$ cat src/rtl/id_group_splitter.sv
// Decode-group splitter: issues the longest legal in-order prefix of the queue-head
// packet each cycle, tracking issued slots so large or hazardous packets drain over several cycles.
module id_group_splitter #(
    parameter int unsigned ID_WIDTH = 4,
    parameter int unsigned MAX_BR   = 1,
    parameter int unsigned MAX_MEM  = 1,
    parameter int unsigned ARF_IDX  = 5,
    parameter int unsigned CNT_W    = $clog2(ID_WIDTH + 1)
) (
    input  logic                               clk,
    input  logic                               rst,
    input  logic                               flush,
    input  logic                               in_valid,
    output logic                               in_ready,
    input  logic [ID_WIDTH-1:0]                in_slot_valid,
    input  logic [ID_WIDTH-1:0][31:0]          in_inst,
    input  logic [ID_WIDTH-1:0][1:0]           in_rs_type,
    input  logic [ID_WIDTH-1:0][ARF_IDX-1:0]   in_rd_arch,
    input  logic [CNT_W-1:0]                   fl_avail,
    input  logic [CNT_W-1:0]                   rob_avail,
    output logic                               out_valid,
    input  logic                               out_ready,
    output logic [ID_WIDTH-1:0]                out_mask,
    output logic [ID_WIDTH-1:0]                out_rd_need,
    output logic                               out_last
);

    localparam logic [1:0] RS_MEM = 2'd1;
    localparam logic [1:0] RS_BR  = 2'd2;

    logic [ID_WIDTH-1:0] done;
    logic [ID_WIDTH-1:0] live;
    logic [ID_WIDTH-1:0] is_br;
    logic [ID_WIDTH-1:0] is_mem;
    logic [ID_WIDTH-1:0] rd_need;
    logic [ID_WIDTH-1:0] sel;
    logic                any_live;
    logic                fire;

    // Per-slot attributes; all-zero instructions count as dead slots
    always_comb begin
        live    = '0;
        is_br   = '0;
        is_mem  = '0;
        rd_need = '0;
        for (int i = 0; i < int'(ID_WIDTH); i++) begin
            live[i]    = in_slot_valid[i] & (in_inst[i] != 32'h0) & ~done[i];
            is_br[i]   = (in_rs_type[i] == RS_BR);
            is_mem[i]  = (in_rs_type[i] == RS_MEM);
            rd_need[i] = (in_rd_arch[i] != '0);
        end
    end

    // In-order prefix scan: first failing live slot or a taken branch ends the group
    always_comb begin
        int unsigned n_br;
        int unsigned n_mem;
        int unsigned n_rd;
        int unsigned n_tot;
        logic        stop;
        logic        ok;
        sel   = '0;
        n_br  = 0;
        n_mem = 0;
        n_rd  = 0;
        n_tot = 0;
        stop  = 1'b0;
        ok    = 1'b0;
        for (int i = 0; i < int'(ID_WIDTH); i++) begin
            if (!stop && live[i]) begin
                ok = ((n_br  + 32'(is_br[i]))   <= MAX_BR)
                   & ((n_mem + 32'(is_mem[i]))  <= MAX_MEM)
                   & ((n_rd  + 32'(rd_need[i])) <= 32'(fl_avail))
                   & ((n_tot + 32'd1)           <= 32'(rob_avail));
                if (ok) begin
                    sel[i] = 1'b1;
                    n_br   = n_br  + 32'(is_br[i]);
                    n_mem  = n_mem + 32'(is_mem[i]);
                    n_rd   = n_rd  + 32'(rd_need[i]);
                    n_tot  = n_tot + 32'd1;
                    stop   = is_br[i];
                end else begin
                    stop = 1'b1;
                end
            end
        end
    end

    assign any_live    = |live;
    assign out_mask    = sel;
    assign out_rd_need = sel & rd_need;
    assign out_last    = ((live & ~sel) == '0);
    assign out_valid   = in_valid & (|sel) & ~flush & ~rst;
    assign fire        = out_valid & out_ready;

    // Packets with nothing live are dropped straight away unless flushing or in reset
    assign in_ready = any_live ? (fire & out_last) : (in_valid & ~flush & ~rst);

    // Issued-slot tracking; flush beats a simultaneous fire
    always_ff @(posedge clk or posedge rst) begin
        if (rst) begin
            done <= '0;
        end else if (flush) begin
            done <= '0;
        end else if (fire && out_last) begin
            done <= '0;
        end else if (fire) begin
            done <= done | sel;
        end
    end

endmodule

$ cat config.mk
export PLATFORM = sky130hd
export DESIGN_NAME = id_group_splitter
export DESIGN_NICKNAME = d
export VERILOG_FILES = /design/src/rtl/id_group_splitter.sv
export SDC_FILE = /design/constraint.sdc
export NUM_CORES = 1
export LEC_CHECK = 0
export ABC_AREA = 1
export CAP_MARGIN = 20
export CORE_AREA = 2 2 71 73
export CTS_CLUSTER_SIZE = 20
export DETAILED_ROUTE_END_ITERATION = 7
export DIE_AREA = 0 0 73 75
export DONT_BUFFER_PORTS = 1
export PLACE_DENSITY = 0.63
export SKIP_CTS_REPAIR_TIMING = 1
export SKIP_LAST_GASP = 1
export SYNTH_ARGS = -nofsm -noshare
export SYNTH_HDL_FRONTEND = slang
export SYNTH_SLANG_ARGS = --single-unit
$ cat constraint.sdc
create_clock -name clk -period 19.6 [get_ports clk]
set_clock_uncertainty 0.05 [all_clocks]
set_input_delay 3.92 -clock clk [delete_from_list [all_inputs] [get_ports clk]]
set_output_delay 3.92 -clock clk [all_outputs]
set_load 0.05 [all_outputs]
### After elaboration in Yosys (flattened, before gate mapping)

Index checks and enable logic that the tools add are counted.

* add/sub/neg operators: 12
* magnitude comparators: 16
* eq/ne operators: 8
* multiplexer cells: 42
* bitwise gates (word level): 37
* reduce and logical (&&, ||, !) cells: 19

Operator list (count)
* 32-bit 2-to-1 mux: 16
* 32-bit by 1-bit adder with 32-bit output: 9
* 32-bit by 1-bit <= comparator with 1-bit output (second input constant): 6
* 32-bit by 3-bit <= comparator with 1-bit output: 6
* 32-bit nonzero test: 4
* 32-bit by 1-bit adder with 32-bit output (second input constant): 3
* 1-bit bitwise AND: 27
* 1-bit 2-to-1 mux: 23
* 5-bit nonzero test: 4
* 4-bit 2-to-1 mux: 3
* 4-bit bitwise AND: 2
* 2-bit by 1-bit equality test with 1-bit output (second input constant): 4
* 2-bit equality test (second input constant): 4
* 4-bit OR reduction: 2
* 1-bit NOT: 6
* 1-bit logical AND: 4
* 4-bit logical NOT: 1
* 4-bit NOT: 1
* 4-bit bitwise OR: 1
* 1-bit by 3-bit <= comparator with 1-bit output: 1
* 1-bit by 3-bit <= comparator with 1-bit output (first input constant): 1
* 1-bit logical NOT: 3
* 3-bit nonzero test: 1
* 1-bit <= comparator (second input constant): 2

* register bits after elaboration: 4
* input bits: 171
* output and inout bits: 11
* word-level logic and storage cells: 135

### Depth between registers and ports, before layout

Gate-level depths: netlist of the first run.

* depth in word-level cells: 36
* gate-level depth with buffers: 51
* mapped depth without buffers: 51

### Worst setup path before layout of the first run

OpenSTA, ideal clock, no wires.

* kind: input to output
* start point: in in_inst[9] in the netlist's numbering
* end point: out in_ready
* arrival: 10.421 ns
* required time: 15.630 ns
* slack: 5.209 ns
* stages: 46
* buffers on the path: 0
* cells stage by stage: nor2_1 -> and2_1 -> nand2_1 -> nor2_2 -> nand2_2 -> nand2_2 -> inv_2 -> nand2_2 -> inv_1 -> nand2_1 -> inv_1 -> ha_1 -> inv_1 -> ha_1 -> a21oi_1 -> o21ai_1 -> nand3_1 -> inv_1 -> (+10 left out) -> nor3_1 -> inv_1 -> nand2_1 -> o21ai_0 -> ha_1 -> ha_1 -> ha_1 -> a21oi_1 -> nor2_1 -> o21ai_1 -> nand3_1 -> nor2_1 -> nand3_2 -> nor2_4 -> nand3_4 -> nand2_4 -> nand3_4 -> o21ai_1

* elaborated cells on any way between the ends: 85
* those cells by class: add/sub: 12; order compare: 12; mux: 33; bitwise: 18; reduce/logical: 10

RTL lines
* start, declared: RTL line 16 `input logic [ID_WIDTH-1:0][31:0] in_inst,`
* 32-bit nonzero test (*): RTL line 47 `live[i] = in_slot_valid[i] & (in_inst[i] != 32'h0) & ~done[i];`
* 1-bit bitwise AND (*) (2 in series): RTL line 47
* 1-bit 2-to-1 mux (*): RTL line 70 `if (!stop && live[i]) begin`
* net out_mask[0]: RTL line 23 `output logic [ID_WIDTH-1:0] out_mask,`
* 4-bit OR reduction: RTL line 93 `assign out_valid = in_valid & (|sel) & ~flush & ~rst;`
* 1-bit bitwise AND (3 in series): RTL line 93
* 1-bit bitwise AND: RTL line 94 `assign fire = out_valid & out_ready;`
* 1-bit bitwise AND (*): RTL line 97 `assign in_ready = any_live ? (fire & out_last) : (in_valid & ~flush & ~rst);`
* 1-bit 2-to-1 mux (*): RTL line 97
* end, declared: RTL line 14 `output logic in_ready,`

Mark *: on every way through the listed nets, which the timed path passes. The rest lies on a longest branch.

### Final worst setup path of the first run

* start point: in in_rd_arch[3] in the netlist's numbering
* end point: out in_ready

* elaborated cells on any way between the ends: 91
* those cells by class: add/sub: 12; order compare: 13; mux: 39; bitwise: 18; reduce/logical: 9

RTL lines
* start, declared: RTL line 18 `input logic [ID_WIDTH-1:0][ARF_IDX-1:0] in_rd_arch,`
* 5-bit nonzero test (*): RTL line 50 `rd_need[i] = (in_rd_arch[i] != '0);`
* 1-bit by 3-bit <= comparator with 1-bit output (*): RTL line 73 `& ((n_rd + 32'(rd_need[i])) <= 32'(fl_avail))`
* 1-bit bitwise AND (*): RTL line 73
* 1-bit bitwise AND (*): RTL line 74 `& ((n_tot + 32'd1) <= 32'(rob_avail));`
* 1-bit 2-to-1 mux (*): RTL line 75 `if (ok) begin`
* 1-bit 2-to-1 mux (*): RTL line 70
* net out_mask[0]: RTL line 23
* 4-bit OR reduction: RTL line 93
* 1-bit bitwise AND (3 in series): RTL line 93
* 1-bit bitwise AND: RTL line 94
* 1-bit bitwise AND (*): RTL line 97
* 1-bit 2-to-1 mux (*): RTL line 97

Marks and branches as above.

==> run_results.csv, run 1 <==
group,metric,value,unit
synthesis,synth_top_area_share,20.3,%
final_layout,drive_gt1_share,13.9,%
timing,setup_tns,0,ns
floorplanning,fp.dieArea,5480,sq um
final_layout,stdcell_count,422,
place,dp.cells,419,
synthesis,yosysTopAreaCell,"ha_1",
job,maxCapViolCount,0,
grt,antenna_found_initial,0,
synthesis,synth-edff-count,0,
critical_path,cp.required,15.63,ns
critical_path,crit_slowest_cell,"o21ai_1",
detailed_routing,ant_nets,0,
power,powerDensity,37.4,nW/um^2
synthesis,synthTopCellsByCount,"nor2_1, nand2_1, inv_1",
critical_path,r2r_slack,12.33,ns
grt,grt_pass1_vias,1979,
synthesis,async_reset_ff_share,100,%
timing,worst_pin_slew,1.16,ns
timing,finalSetupViolations,0,
clocking,cts_made_buffers,3,
critical_path,critPathArrivalTime,11.16,ns
floorplanning,initial_core_util,46.3,%
critical_path,r2r_cells,40,
critical_path,crit_fanout,9,
final_layout,syn_to_final_growth,5.22,%
final_layout,nFillCells,504,
place,place_congestion,0.867,
final_layout,top_register,"done",
synthesis,synthCells,364,
clocking,cts-root-buf,"clkbuf_8",
clocking,h-tree-depth,1,
floorplanning,rows,25,
clocking,path_clk_slew,0.03,ns
timing,finalHoldViolCount,0,
place,hpwl,5180,um
floorplanning,die_x,73,um
final_layout,diodes,0,
final_layout,largestRegisters,"done: 4 flops",
critical_path,start_kind,"input pin",
grt,grt_pass1_wl,8690,um
critical_path,crit_end,"in_ready",
detailed_routing,wl_per_cell,13.2,um
floorplanning,core,4660,sq um
timing,fmax,0.0661,GHz
detailed_routing,routed_via_density,5.20,
critical_path,worst-setup-path-type,"in -> out",
power,leakage,1.26,nW
clocking,clk_path_buf_depth,2,
timing,holdWs,0.419,ns
clocking,insertion_delay,0.21,ns
power,ir_worst_vdd,0.0000331,V
detailed_routing,dr.first_iter.drc_count,72,
status,status,"complete, no violations",
critical_path,r2r-start,"done[0]$_DFFE_PP0P_",
clocking,cts_tree,"yes",
synthesis,ys_types,35,
synthesis,syn_area_per_cell,5.93,sq um
power,fin_total_pwr,0.0848,mW
timing,slew_headroom,22.2,%
floorplanning,die_y,75,um
hold_path,worstHoldPathType,"reg -> reg",
grt,grt_use_total,20.1,%
detailed_routing,totalWireLength,5560,um
place,portBuffers,0,
final_layout,largest_register_ffs,4,
critical_path,startpoint,"in_rd_arch[3]",
final_layout,nNetsFinal,576,
grt,grt_remaining_overflow,0,
detailed_routing,drtPass1Iterations,4,
synthesis,ys_ff_latch,4,
timing,period_minus_slack,15.13,ns
critical_path,slowest_delay,0.76,ns
timing,period_share,77.2,%
critical_path,timing.critical_path.mode_cell,"ha_1",
timing,maxSlewViolCount,0,
final_layout,final_util,48.7,%
synthesis,synth_top_flop_cell,"dfrtp_1",
synthesis,yosysSeqAreaShare,4.64,%
detailed_routing,vias,2195,
timing,grt_setup_unrepaired,"false",
synthesis,syn_area,2160,sq um
critical_path,reg2reg_to,"done[3]$_DFFE_PP0P_",
synthesis,yosysMostFrequentCell,"nor2_1",
grt,grt_max_degree,10,
detailed_routing,drc_errors,0,
synthesis,yosysWarnings,0,
floorplanning,io_pins,182,
critical_path,cp-end-kind,"output port",
synthesis,synth.area.top_cells,"ha_1, nor2_1, nand2_1",
clocking,cts_num_sinks,4,
==> worst min path at each step <==
stage / slack (ns) / start / to / depth (start not counted)
2_1_floorplan: 0.40 / done[1]$_DFFE_PP0P_ / done[1]$_DFFE_PP0P_ / 2
3_3_place_gp: 0.42 / done[2]$_DFFE_PP0P_ / done[2]$_DFFE_PP0P_ / 2
3_5_place_dp: 0.42 / done[1]$_DFFE_PP0P_ / done[1]$_DFFE_PP0P_ / 2
4_1_cts: 0.43 / done[1]$_DFFE_PP0P_ / done[1]$_DFFE_PP0P_ / 2
5_1_grt: 0.45 / done[1]$_DFFE_PP0P_ / done[1]$_DFFE_PP0P_ / 2
6_report: 0.42 / done[1]$_DFFE_PP0P_ / done[1]$_DFFE_PP0P_ / 2
==> worst max-delay path: cells and delay by family <==
family	cells	cell delay [ns]
AND/OR/NAND/NOR	20	2.59
adder cells (fa/ha/maj)	8	2.10
buffers and inverters	4	0.76
AO/OA/AOI/OAI	8	1.75
==> layout by cell type, fill, tap and decap left out, types with 6 or more instances in the layout <==
master and count:
nand4_1 9, nand2_2 9, nand3_1 11, a21oi_1 6, nand2_1 73, nor2_1 92
inv_1 55, inv_2 6, o21ai_1 6, ha_1 35
==> layout make-up <==
cell class	instances	area [sq um]	share of cell area (%)
Clock buffer	3	41.3	1.82
Sequential cell	4	100	4.41
Inverter	61	229	10.1
Tap cell	54	67.6	2.98
Multi-Input combinational cell	300	1830	80.7
==> where the power goes <==
group	internal, mW	switching [mW]
Combinational	0.0206	0.0389
Clock	0.0130	0.00376
Sequential	0.00848	0.0000596
Total	0.0421	0.0427
==> metrics by stage <==
step           setup slack, ns  instance area (sq um)
2_1_floorplan             5.21                   2160
6_report                  4.47                   2270
3_5_place_dp              4.43                   2230
4_1_cts                   4.42                   2270
3_3_place_gp              4.60                   2230
5_1_grt                   3.77                   2270
==> metal layers <==
layer / track usage (%) / wire length (um) / vias up
met2: 39.0 / 2970 / 82
met3: 0.669 / 232 / 4
met1: 24.8 / 2320 / 951
li1: - / - / 1158
met4: 3.70 / 29 / 0
met5: 0 / 0 / -
==> cells by family after synthesis <==
group,synth area share [%]
AO/OA/AOI/OAI,8.24
XOR/XNOR,1.22
adder cells (fa/ha/maj),20.3
buffers and inverters,10.6
flip-flops,4.64
other,0.174
AND/OR/NAND/NOR,54.8
No activity file was read; power rests on OpenSTA's default activity.
==> run 2, diff against run 1 <==
==> constraint.sdc (replaced) <==
create_clock -name clk -period 14.4 [get_ports clk]
set_clock_uncertainty 0.05 [all_clocks]
set_input_delay 2.88 -clock clk [delete_from_list [all_inputs] [get_ports clk]]
set_output_delay 2.88 -clock clk [all_outputs]
set_load 0.05 [all_outputs]
==> run 2 against run 1 <==
Sequential power is 36% higher. Critical path type unchanged. Largest cell class unchanged. Critical path depth stayed put. Highest routed layer unchanged. Count of clock-buffer cells in the layout stayed put. Register-to-register slack worse by 5.2 ns. Cell area stayed put. Via count is 0.41% higher. First-iteration DRC count is 35% lower. Non-clock buffer count stayed put. Routed wire length is 1.5% lower.
==> run_results.csv, run 2 (same netlist as run 1, synthesis figures left out) <==
group,metric,value,unit
critical_path,r2r-start,"done[0]$_DFFE_PP0P_",
power,seqPwrFrac,10.1,%
floorplanning,fp.dieArea,5480,sq um
clocking,cts_num_sinks,4,
floorplanning,core,4660,sq um
detailed_routing,drtPass1Iterations,4,
power,leakage,1.26,nW
clocking,cts_tree,"yes",
timing,finalSetupViolations,0,
critical_path,r2r_slack,7.09,ns
critical_path,start_kind,"input pin",
power,ir_worst_vdd,0.0000449,V
critical_path,timing.critical_path.mode_cell,"ha_1",
place,hpwl,5160,um
clocking,h-tree-depth,1,
power,pwr-share-clk,19.7,%
final_layout,design_area,2270,sq um
detailed_routing,wl_per_cell,13.0,um
critical_path,critPathArrivalTime,10.13,ns
clocking,cts_made_buffers,3,
grt,grt_pass1_vias,2006,
grt,grt_use_total,19.7,%
hold_path,hold_depth,2,
place,place_congestion,0.873,
timing,period_minus_slack,13.06,ns
grt,grt_pass1_wl,8500,um
critical_path,r2r_cells,40,
detailed_routing,totalWireLength,5480,um
final_layout,diodes,0,
final_layout,largestRegisters,"done: 4 flops",
floorplanning,rows,25,
timing,setup_tns,0,ns
detailed_routing,ant_nets,0,
floorplanning,initial_core_util,46.3,%
timing,period_share,90.7,%
place,place_area,2230,sq um
power,fin_total_pwr,0.115,mW
power,p_sw_share,50.2,%
detailed_routing,vias,2204,
clocking,cts-root-buf,"clkbuf_8",
floorplanning,die_y,75,um
grt,grt_max_degree,10,
final_layout,nNetsFinal,576,
grt,antenna_found_initial,0,
hold_path,min_to,"done[2]$_DFFE_PP0P_",
hold_path,min_from,"done[2]$_DFFE_PP0P_",
final_layout,top_register,"done",
timing,holdWs,0.424,ns
power,p_comb_share,70.1,%
final_layout,drive_gt1_share,13.9,%
critical_path,slowest_delay,0.76,ns
critical_path,worst-setup-path-type,"in -> out",
critical_path,crit_fanout,9,
critical_path,crit_slowest_cell,"o21ai_1",
timing,slew_headroom,21.3,%
critical_path,cp.required,11.47,ns
timing,worst_pin_slew,1.17,ns
job,maxCapViolCount,0,
timing,finalHoldViolCount,0,
status,status,"complete, no violations",
critical_path,reg2reg_to,"done[3]$_DFFE_PP0P_",
floorplanning,io_pins,182,
timing,maxSlewViolCount,0,
detailed_routing,routed_via_density,5.22,
clocking,path_clk_slew,0.03,ns
power,powerDensity,50.6,nW/um^2
final_layout,mostFrequentLayoutCells,"nor2_1, nand2_1, inv_1",
final_layout,largest_register_ffs,4,
floorplanning,die_x,73,um
critical_path,cp-end-kind,"output port",
clocking,insertion_delay,0.21,ns
timing,fmax,0.0766,GHz
final_layout,layout_commonest_cell,"nor2_1",
clocking,clk_path_buf_depth,2,
final_layout,syn_to_final_growth,5.22,%
place,portBuffers,0,
detailed_routing,dr.first_iter.drc_count,47,
power,power.switching,0.0576,mW
timing,grt_setup_unrepaired,"false",
hold_path,worstHoldPathType,"reg -> reg",
power,p_int,0.0572,mW
grt,grt_remaining_overflow,0,
detailed_routing,drc_errors,0,
## run 2: cell counts in the layout (fill, tap and decap cells not counted)
No cell type changed its count.
## run 2: power by group through the flow
stage,Sequential (mW),Combinational (mW),Clock (mW)
floorplan,0.0117,0.0690,0
global placement,0.0117,0.0800,0
detailed placement,0.0117,0.0811,0
CTS,0.0116,0.0815,0.0236
global route,0.0116,0.0925,0.0242
finish,0.0116,0.0806,0.0227
## run 2: layout make-up
type	instances	area, sq um
tap	54	67.6
sequential	4	100
multi-input combinational	300	1830
clock buffer	3	41.3
fill	495	2390
inverter	61	229
## run 2: per-layer routing
metal | wire length, um | part of all wire, % | GRT usage [%] | up-vias
met4 | 48 | 0.88 | 4.73 | 0
met5 | 0 | 0 | 0 | -
met1 | 2310 | 42 | 23.5 | 957
met3 | 233 | 4.3 | 0.937 | 6
li1 | - | - | - | 1164
met2 | 2890 | 53 | 38.4 | 77
## run 2: worst max-delay path, delay by kind of cell
family | cells | cell delay, ns
AND/OR/NAND/NOR | 19 | 2.54
buffers and inverters | 4 | 0.76
adder cells (fa/ha/maj) | 8 | 2.00
AO/OA/AOI/OAI | 9 | 1.90
## run 2: through the flow
| stage | util (%) | worst slack [ns] | instances |
|---|---|---|---|
| 2_1_floorplan | - | 2.09 | 365 |
| 3_3_place_gp | 47.8 | 1.49 | 419 |
| 3_5_place_dp | 47.8 | 1.28 | 419 |
| 4_1_cts | 48.7 | 1.27 | 422 |
| 5_1_grt | 48.7 | 0.643 | 422 |
| 6_report | 48.7 | 1.34 | 422 |
## run 2: worst max path at each step
stage	endpoint	slack (ns)	from	cells past startpoint
floorplan	in_ready	2.09	in_inst[9]	46
global placement	in_ready	1.49	in_rd_arch[3]	40
detailed placement	in_ready	1.28	in_rd_arch[3]	40
CTS	in_ready	1.27	in_rd_arch[3]	40
global route	in_ready	0.64	in_rd_arch[3]	40
finish	in_ready	1.34	in_rd_arch[3]	40
==> run 3, diff against run 2 <==
--- a/config.mk
+++ b/config.mk
@@ -7,12 +7,12 @@
 export LEC_CHECK = 0
 export ABC_AREA = 1
 export CAP_MARGIN = 20
-export CORE_AREA = 2 2 71 73
+export CORE_AREA = 2 2 70 72
 export CTS_CLUSTER_SIZE = 20
 export DETAILED_ROUTE_END_ITERATION = 7
-export DIE_AREA = 0 0 73 75
+export DIE_AREA = 0 0 72 74
 export DONT_BUFFER_PORTS = 1
-export PLACE_DENSITY = 0.63
+export PLACE_DENSITY = 0.64
 export SKIP_CTS_REPAIR_TIMING = 1
 export SKIP_LAST_GASP = 1
 export SYNTH_ARGS = -nofsm -noshare
==> run 3 against run 2 <==
Non-clock buffer count rose by 1. Power increased by 1.2%. Register-to-register slack worse by 0.02 ns. Sequential power about the same. Setup slack worse by 0.023 ns. Die area is 2.7% lower. Combinational power rose by 1%. Maximum frequency shrank 0.17%. Utilization rose by 0.83 points. Critical path depth down 1. Routed wire length increased by 0.40%.
==> run_results.csv, run 3 (same netlist as run 1, synthesis figures left out) <==
group,metric,value,unit
clocking,cts_tree,"yes",
grt,grt_remaining_overflow,0,
timing,worst_pin_slew,1.15,ns
timing,setup_tns,0,ns
timing,finalWorstSetupSlack,1.32,ns
grt,grt_use_total,20.8,%
timing,grt_setup_unrepaired,"false",
critical_path,slowest_delay,0.78,ns
power,ir_worst_vdd,0.0000472,V
power,fin_total_pwr,0.116,mW
timing,fmax,0.0764,GHz
clocking,cts-root-buf,"clkbuf_8",
place,pre_cts_ws,1.25,ns
critical_path,reg2reg_to,"done[3]$_DFFE_PP0P_",
detailed_routing,routed_via_density,5.12,
place,dp.cells,420,
floorplanning,die_y,74,um
final_layout,top_register,"done",
hold_path,min_from,"done[2]$_DFFE_PP0P_",
critical_path,r2r_cells,39,
critical_path,startpoint,"in_rd_arch[3]",
floorplanning,die_x,72,um
timing,finalHoldViolCount,0,
place,portBuffers,0,
floorplanning,rows,25,
timing,period_share,90.9,%
power,leakage,1.27,nW
detailed_routing,vias,2166,
place,place_area,2240,sq um
grt,grt_max_degree,10,
clocking,path_clk_slew,0.03,ns
final_layout,ff_latch_area,100,sq um
grt,grt_pass1_vias,2025,
power,powerDensity,51.1,nW/um^2
clocking,cts_made_buffers,3,
critical_path,r2r_slack,7.07,ns
critical_path,critPathArrivalTime,10.15,ns
critical_path,crit_fanout,9,
job,maxCapViolCount,0,
timing,finalSetupViolations,0,
critical_path,worst-setup-path-type,"in -> out",
floorplanning,initial_core_util,46.9,%
final_layout,multi_input_area,1830,sq um
critical_path,crit_slowest_cell,"o21ai_1",
timing,maxSlewViolCount,0,
critical_path,cp.required,11.47,ns
critical_path,timing.critical_path.mode_cell,"ha_1",
final_layout,layout_commonest_cell,"nor2_1",
detailed_routing,wl_per_cell,13.0,um
final_layout,stdcell_count,423,
grt,grt_pass1_wl,8950,um
final_layout,nFillCells,482,
floorplanning,core,4600,sq um
floorplanning,io_pins,182,
final_layout,drive_gt1_share,14.1,%
clocking,cts_num_sinks,4,
status,status,"complete, no violations",
critical_path,cp-end-kind,"output port",
final_layout,mostFrequentLayoutCells,"nor2_1, nand2_1, inv_1",
detailed_routing,dr.first_iter.drc_count,37,
detailed_routing,drtPass1Iterations,4,
critical_path,start_kind,"input pin",
clocking,h-tree-depth,1,
final_layout,nNetsFinal,577,
final_layout,largest_register_ffs,4,
final_layout,syn_to_final_growth,5.57,%
detailed_routing,totalWireLength,5500,um
clocking,clk_path_buf_depth,2,
detailed_routing,drc_errors,0,
clocking,insertion_delay,0.21,ns
place,place_congestion,0.848,
final_layout,design_area,2280,sq um
hold_path,worstHoldPathType,"reg -> reg",
floorplanning,fp.dieArea,5330,sq um
critical_path,crit_end,"in_ready",
timing,slew_headroom,22.7,%
final_layout,diodes,0,
timing,period_minus_slack,13.08,ns
place,hpwl,5170,um
final_layout,largestRegisters,"done: 4 flops",
detailed_routing,ant_nets,0,
critical_path,r2r-start,"done[0]$_DFFE_PP0P_",
grt,antenna_found_initial,0,
==> run 3: cell count changes in the layout (fill, tap and decap cells not counted), sizes merged <==
cell	change
buf	+1
==> run 3: metal layers <==
layer	vias to the layer above	share of wire, %	track usage [%]
met3	2	4.0	2.03
met1	932	42	26.3
met5	-	0	0
met2	70	54	38.9
met4	0	0.49	3.35
li1	1162	-	-
==> run 3: how the worst min path moves through the flow <==
stage	endpoint	slack (ns)	depth (start not counted)
final	done[2]$_DFFE_PP0P_	0.42	2
after global routing	done[2]$_DFFE_PP0P_	0.44	2
after CTS	done[2]$_DFFE_PP0P_	0.43	2
after detailed placement	done[2]$_DFFE_PP0P_	0.42	2
after global placement	done[2]$_DFFE_PP0P_	0.42	2
after floorplan	done[1]$_DFFE_PP0P_	0.40	2
==> run 3: layout make-up <==
| class | instances | share of cell area, % |
|---|---|---|
| clock buffer | 3 | 1.81 |
| tap | 54 | 2.97 |
| sequential | 4 | 4.40 |
| timing repair buffer | 1 | 0.330 |
| inverter | 61 | 10.1 |
| multi-input combinational | 300 | 80.4 |
==> run 3: through the flow <==
step                      util, %  hold slack (ns)
after global placement       48.6            0.420
after floorplan                 -            0.399
after global routing         49.5            0.442
after detailed placement     48.6            0.425
after CTS                    49.5            0.431
final                        49.5            0.423
==> run 3: where the power goes <==
part | total (mW) | internal (mW) | switching [mW]
registers | 0.0116 | 0.0115 | 0.0000784
logic | 0.0818 | 0.0285 | 0.0533
clock network | 0.0228 | 0.0178 | 0.00509
total | 0.116 | 0.0578 | 0.0584
==> run 3: worst max-delay path: cells and delay by family <==
family | cells | cell delay [ns]
AND/OR/NAND/NOR | 19 | 2.52
AO/OA/AOI/OAI | 8 | 1.91
adder cells (fa/ha/maj) | 8 | 2.08
buffers and inverters | 4 | 0.76
